`config.mk`:
```
export PLATFORM = sky130hd
export DESIGN_NAME = uart_rx_cfg
export DESIGN_NICKNAME = d
export VERILOG_FILES = /design/src/rtl/uart_rx_cfg.sv
export SDC_FILE = /design/constraint.sdc
export NUM_CORES = 1
export LEC_CHECK = 0
export ABC_AREA = 1
export CAP_MARGIN = 25
export CORE_MARGIN = 5
export CORE_UTILIZATION = 56
export DETAILED_ROUTE_END_ITERATION = 10
export PLACE_DENSITY = 0.85
export SETUP_SLACK_MARGIN = 0.1
export SLEW_MARGIN = 20
export SYNTH_ARGS = -nofsm -noshare
export SYNTH_HDL_FRONTEND = slang
export SYNTH_SLANG_ARGS = --single-unit
export TNS_END_PERCENT = 10
```
`constraint.sdc`:
```
create_clock -name i_sys_clk -period 2.1 [get_ports i_sys_clk]
set_clock_uncertainty 0.15 [all_clocks]
set_input_delay 0.315 -clock i_sys_clk [delete_from_list [all_inputs] [get_ports i_sys_clk]]
set_output_delay 0.315 -clock i_sys_clk [all_outputs]
set_load 0.02 [all_outputs]
```
`src/rtl/uart_rx_cfg.sv`:
```
// Configurable UART receiver: synchronised line input, mid-bit sampling,
// optional parity and one or two stop bits, with break detection.
module uart_rx_cfg #(
  parameter int CLK_FRE     = 50,
  parameter int UART_RATE   = 115200,
  parameter int DATA_BITS   = 8,
  parameter int PARITY      = 0,
  parameter int STOP_BITS   = 1,
  parameter int SYNC_STAGES = 2
) (
  input  logic                 i_sys_clk,
  input  logic                 i_sys_rst,
  input  logic                 i_rx_pin,
  output logic                 o_recv_en,
  output logic [DATA_BITS-1:0] o_recv_data,
  output logic                 o_parity_err,
  output logic                 o_frame_err,
  output logic                 o_busy
);

  localparam int RATE_CNT = CLK_FRE * 1_000_000 / UART_RATE - 1;
  localparam int CNT_W    = $clog2(RATE_CNT + 1);
  localparam int BIT_W    = $clog2(DATA_BITS + 1);

  localparam logic [CNT_W-1:0] RATE_MAX  = CNT_W'(RATE_CNT);
  localparam logic [CNT_W-1:0] HALF_MAX  = CNT_W'(RATE_CNT / 2);
  localparam logic [BIT_W-1:0] LAST_DATA = BIT_W'(DATA_BITS - 1);
  localparam logic [BIT_W-1:0] LAST_STOP = BIT_W'(STOP_BITS - 1);

  typedef enum logic [2:0] {
    S_IDLE, S_START, S_DATA, S_PARITY, S_STOP, S_BREAK
  } state_t;

  state_t               state_q, state_d;
  logic [CNT_W-1:0]     clk_cnt_q, clk_cnt_d;
  logic [BIT_W-1:0]     bit_cnt_q, bit_cnt_d;
  logic [SYNC_STAGES-1:0] sync_q;
  logic                 rx_s;
  logic [DATA_BITS-1:0] shift_q;
  logic                 perr_q, ferr_q;
  logic                 data_smp, par_smp, stop_smp, frame_done;
  logic                 rate_tick;

  function automatic logic parity_error(input logic [DATA_BITS-1:0] data,
                                        input logic pbit);
    logic x;
    x = (^data) ^ pbit;
    if (PARITY == 1) return ~x;
    if (PARITY == 2) return x;
    return 1'b0;
  endfunction

  // Synchroniser: the line idles high, so reset fills the chain with ones
  always_ff @(posedge i_sys_clk) begin
    if (i_sys_rst) sync_q <= '1;
    else           sync_q <= {sync_q[SYNC_STAGES-2:0], i_rx_pin};
  end
  assign rx_s = sync_q[SYNC_STAGES-1];

  assign rate_tick = (clk_cnt_q == RATE_MAX);

  always_ff @(posedge i_sys_clk) begin
    if (i_sys_rst) begin
      state_q   <= S_IDLE;
      clk_cnt_q <= '0;
      bit_cnt_q <= '0;
    end else begin
      state_q   <= state_d;
      clk_cnt_q <= clk_cnt_d;
      bit_cnt_q <= bit_cnt_d;
    end
  end

  always_comb begin
    state_d    = state_q;
    clk_cnt_d  = clk_cnt_q + CNT_W'(1);
    bit_cnt_d  = bit_cnt_q;
    data_smp   = 1'b0;
    par_smp    = 1'b0;
    stop_smp   = 1'b0;
    frame_done = 1'b0;
    case (state_q)
      S_IDLE: begin
        clk_cnt_d = '0;
        bit_cnt_d = '0;
        if (!rx_s) state_d = S_START;
      end
      // Half a bit into the start bit: a high line means it was a glitch
      S_START: begin
        if (clk_cnt_q == HALF_MAX) begin
          clk_cnt_d = '0;
          bit_cnt_d = '0;
          state_d   = rx_s ? S_IDLE : S_DATA;
        end
      end
      S_DATA: begin
        if (rate_tick) begin
          clk_cnt_d = '0;
          data_smp  = 1'b1;
          if (bit_cnt_q == LAST_DATA) begin
            bit_cnt_d = '0;
            state_d   = (PARITY != 0) ? S_PARITY : S_STOP;
          end else begin
            bit_cnt_d = bit_cnt_q + BIT_W'(1);
          end
        end
      end
      S_PARITY: begin
        if (rate_tick) begin
          clk_cnt_d = '0;
          par_smp   = 1'b1;
          state_d   = S_STOP;
        end
      end
      // Leave mid stop bit so a following start edge is not missed
      S_STOP: begin
        if (rate_tick) begin
          clk_cnt_d = '0;
          stop_smp  = 1'b1;
          if (bit_cnt_q == LAST_STOP) begin
            frame_done = 1'b1;
            state_d    = rx_s ? S_IDLE : S_BREAK;
          end else begin
            bit_cnt_d = bit_cnt_q + BIT_W'(1);
          end
        end
      end
      S_BREAK: begin
        clk_cnt_d = '0;
        if (rx_s) state_d = S_IDLE;
      end
      default: state_d = S_IDLE;
    endcase
  end

  always_comb begin
    o_busy = (state_q != S_IDLE);
  end

  always_ff @(posedge i_sys_clk) begin
    if (data_smp) shift_q <= {rx_s, shift_q[DATA_BITS-1:1]};
    if (state_q == S_START) begin
      perr_q <= 1'b0;
      ferr_q <= 1'b0;
    end
    if (par_smp) perr_q <= parity_error(shift_q, rx_s);
    if (stop_smp && !rx_s) ferr_q <= 1'b1;
  end

  // Result registers hold between frames; only the strobe pulses
  always_ff @(posedge i_sys_clk) begin
    if (i_sys_rst) begin
      o_recv_en    <= 1'b0;
      o_recv_data  <= '0;
      o_parity_err <= 1'b0;
      o_frame_err  <= 1'b0;
    end else begin
      o_recv_en <= frame_done;
      if (frame_done) begin
        o_recv_data  <= shift_q;
        o_parity_err <= (PARITY != 0) & perr_q;
        o_frame_err  <= ferr_q | ~rx_s;
      end
    end
  end

endmodule

```
==> flow_summary.yaml <==
global_route:
  grt.overflow.total: 0
  antenna_found_initial: 0
  grt_max_degree: 13
  track_usage: 0.160
  grt_pass1_wl_mm: 5.18
  grt_pass1_vias: 1175
place:
  place_ws_ns: 0.326
  dp.cells: 246
  hpwl_mm: 2.22
  placed_cell_area_mm2: 0.00182
  gp_congestion: 0.844
  io_buffers: 13
sta:
  fin_hold_ws_ns: 0.273
  rsz0062_at_grt: "no"
  min_period_ns: 1.80
  fin_setup_tns_ns: 0
  drv_slew: 0
  setup_viol: 0
  fin_ws_ns: 0.301
  post-route-period-util: 0.857
  hold_violations: 0
  max_freq_mhz: 556
critical_path:
  cp_num_cells: 1
  crit_type: "reg -> out"
  crit_chain: "clkdlybuf4s50_1"
  cp.arrival_ns: 1.33
  reg2regPathDepth: 8
  worst_setup_path_start_kind: "flip-flop"
  crit_path_end_kind: "output pin"
  crit_family: "buffers and inverters"
  cp_max_fo: 2
  crit_required_ns: 1.63
  path_buf_inv: 1
  slowest_delay_ns: 0.62
  slowest_stage: "clkdlybuf4s50_1"
clock_network:
  root_buffer: "clkbuf_4"
  ctsHoldBuffers: 0
  cts_max_path_buffers: 2
  clk_latency_ns: 0.34
  post_cts_buffers: 0
  htree_levels: 2
  cts_tree: "yes"
  cts.sinks: 37
  clk_pin_slew_ns: 0.12
  cts_buffers: 5
  ctsResizeCount: 3
floorplanning:
  core_area_mm2: 0.00278
  fp.dieH_um: 64.2
  ios: 15
  rows: 19
  fp.dieW_um: 64.2
  dieArea_mm2: 0.00412
  start_util: 0.591
power:
  netSwitchingFraction: 0.391
  power_density_mw_per_mm2: 1110
  p_total_mw: 2.11
  switchingPower_mw: 0.826
  p_clk_frac: 0.227
  cell_internal_pwr_mw: 1.29
  p_comb_frac: 0.369
  pwr-share-seq: 0.403
  ir_worst_vdd_uv: 936
  p_leak_nw: 0.761
cells_and_area:
  layout_commonest_cell: "nor2_1"
  area_delta_synth_final_pct: 15.4
  fin_area_mm2: 0.00190
  final_cell_mix: "nor2_1 (44), nand2_1 (34), dfxtp_1 (27)"
  fillers: 225
  post-route-util: 0.682
  n_antenna_cell: 0
  layout.cells.non_filler: 254
  drive_gt1_frac: 0.143
  fin_nets: 230
synthesis:
  synth_fp_nets: 210
  synth-seq-area-share: 0.499
  syn_avg_cell_area_um2: 8.14
  yosys_warnings: 0
  netlist_area_mm2: 0.00164
  synth-seq-cells: 37
  synth_cell_type_count: 28
  synthCells: 202
worst_hold_path:
  min_delay_path_depth: 1
  hp-class: "reg -> reg"
job:
  drv_cap: 0
drt:
  drtAntennaViolNets: 0
  num_vias: 1297
  drtIter0Drc: 103
  avgRoutedWirePerCell_um: 11.6
  route.detailed.drc: 0
  via_per_inst: 5.11
  drtPass1Iterations: 4
  wl_mm: 2.95
run_status:
  outcome: "finished, final reports clean"
==> cells by family after synthesis <==
group	after synthesis	share of synthesized area
AND/OR/NAND/NOR	106	0.289
buffers and inverters	22	0.0540
flip-flops	37	0.499
other	1	0.00228
AO/OA/AOI/OAI	24	0.0799
adder cells (fa/ha/maj)	5	0.0381
XOR/XNOR	7	0.0373
==> cell type report <==
type | instances | area, um2 | share of cell area
inverters | 19 | 71.3 | 0.0376
clock buffers | 5 | 37.5 | 0.0198
flip-flops and latches | 37 | 823 | 0.434
multi-input cells | 143 | 734 | 0.387
repair buffers | 16 | 151 | 0.0798
clock inverters | 3 | 41.3 | 0.0218
well taps | 31 | 38.8 | 0.0204
==> flip-flops by register name, summed over array words and instances, names as in the netlist <==
| name | cells |
|---|---|
| clk_cnt_q | 9 |
| o_recv_data | 8 |
| shift_q | 8 |
| bit_cnt_q | 4 |
| state_q | 3 |
| sync_q | 2 |
| ferr_q | 1 |
| o_frame_err | 1 |
| o_recv_en | 1 |
==> final timing paths <==
check / startpoint / slack [ns] / to
worst max-delay path: o_frame_err / 0.30 / o_frame_err
worst min register to register: sync_q[0] / 0.27 / sync_q[1]
worst max register to register: clk_cnt_q[0] / 0.33 / o_frame_err
worst min-delay path: sync_q[0] / 0.27 / sync_q[1]
==> Yosys cell counts, drive strengths merged <==
| cell | n | share of area |
|---|---|---|
| or2 | 2 | 0.0076 |
| xnor2 | 2 | 0.011 |
| dfxtp | 29 | 0.35 |
| a21oi | 6 | 0.021 |
| ha | 5 | 0.038 |
| nand2 | 39 | 0.097 |
| inv | 19 | 0.043 |
| o21ai | 17 | 0.054 |
| nor3 | 4 | 0.015 |
| nor3b | 1 | 0.0046 |
| nor2 | 48 | 0.12 |
| nand4 | 1 | 0.0038 |
| conb | 1 | 0.0023 |
| buf | 3 | 0.011 |
| edfxtp | 8 | 0.15 |
| o32ai | 1 | 0.0053 |
| xor2 | 5 | 0.027 |
| nand3 | 11 | 0.037 |
==> worst register-to-register path, stage by stage (launching register included) <==
cell and delay (ns):
dfxtp_1 0.41, ha_1 0.16, nand2_1 0.05, nor2_1 0.16
nand2_2 0.15, nor2_4 0.24, inv_2 0.13, nor3_1 0.16
nor3_1 0.06
==> per-layer routing <==
layer  global-route usage  part of all wire  vias up
met3               0.0701             0.062        5
met1                0.204              0.46      580
met2                0.241              0.46       30
met5                    0                 0        -
li1                     -                 -      682
met4               0.0534             0.017        0
==> power by group through the flow <==
| stage | combinational (mW) | sequential (mW) | clock [mW] |
|---|---|---|---|
| finish | 0.781 | 0.853 | 0.481 |
| global route | 0.895 | 0.866 | 0.531 |
| CTS | 0.783 | 0.853 | 0.495 |
| detailed placement | 0.792 | 0.866 | 0 |
| global placement | 0.792 | 0.862 | 0 |
| floorplan | 0.663 | 0.831 | 0 |
No activity file was read; power rests on OpenSTA's default activity.
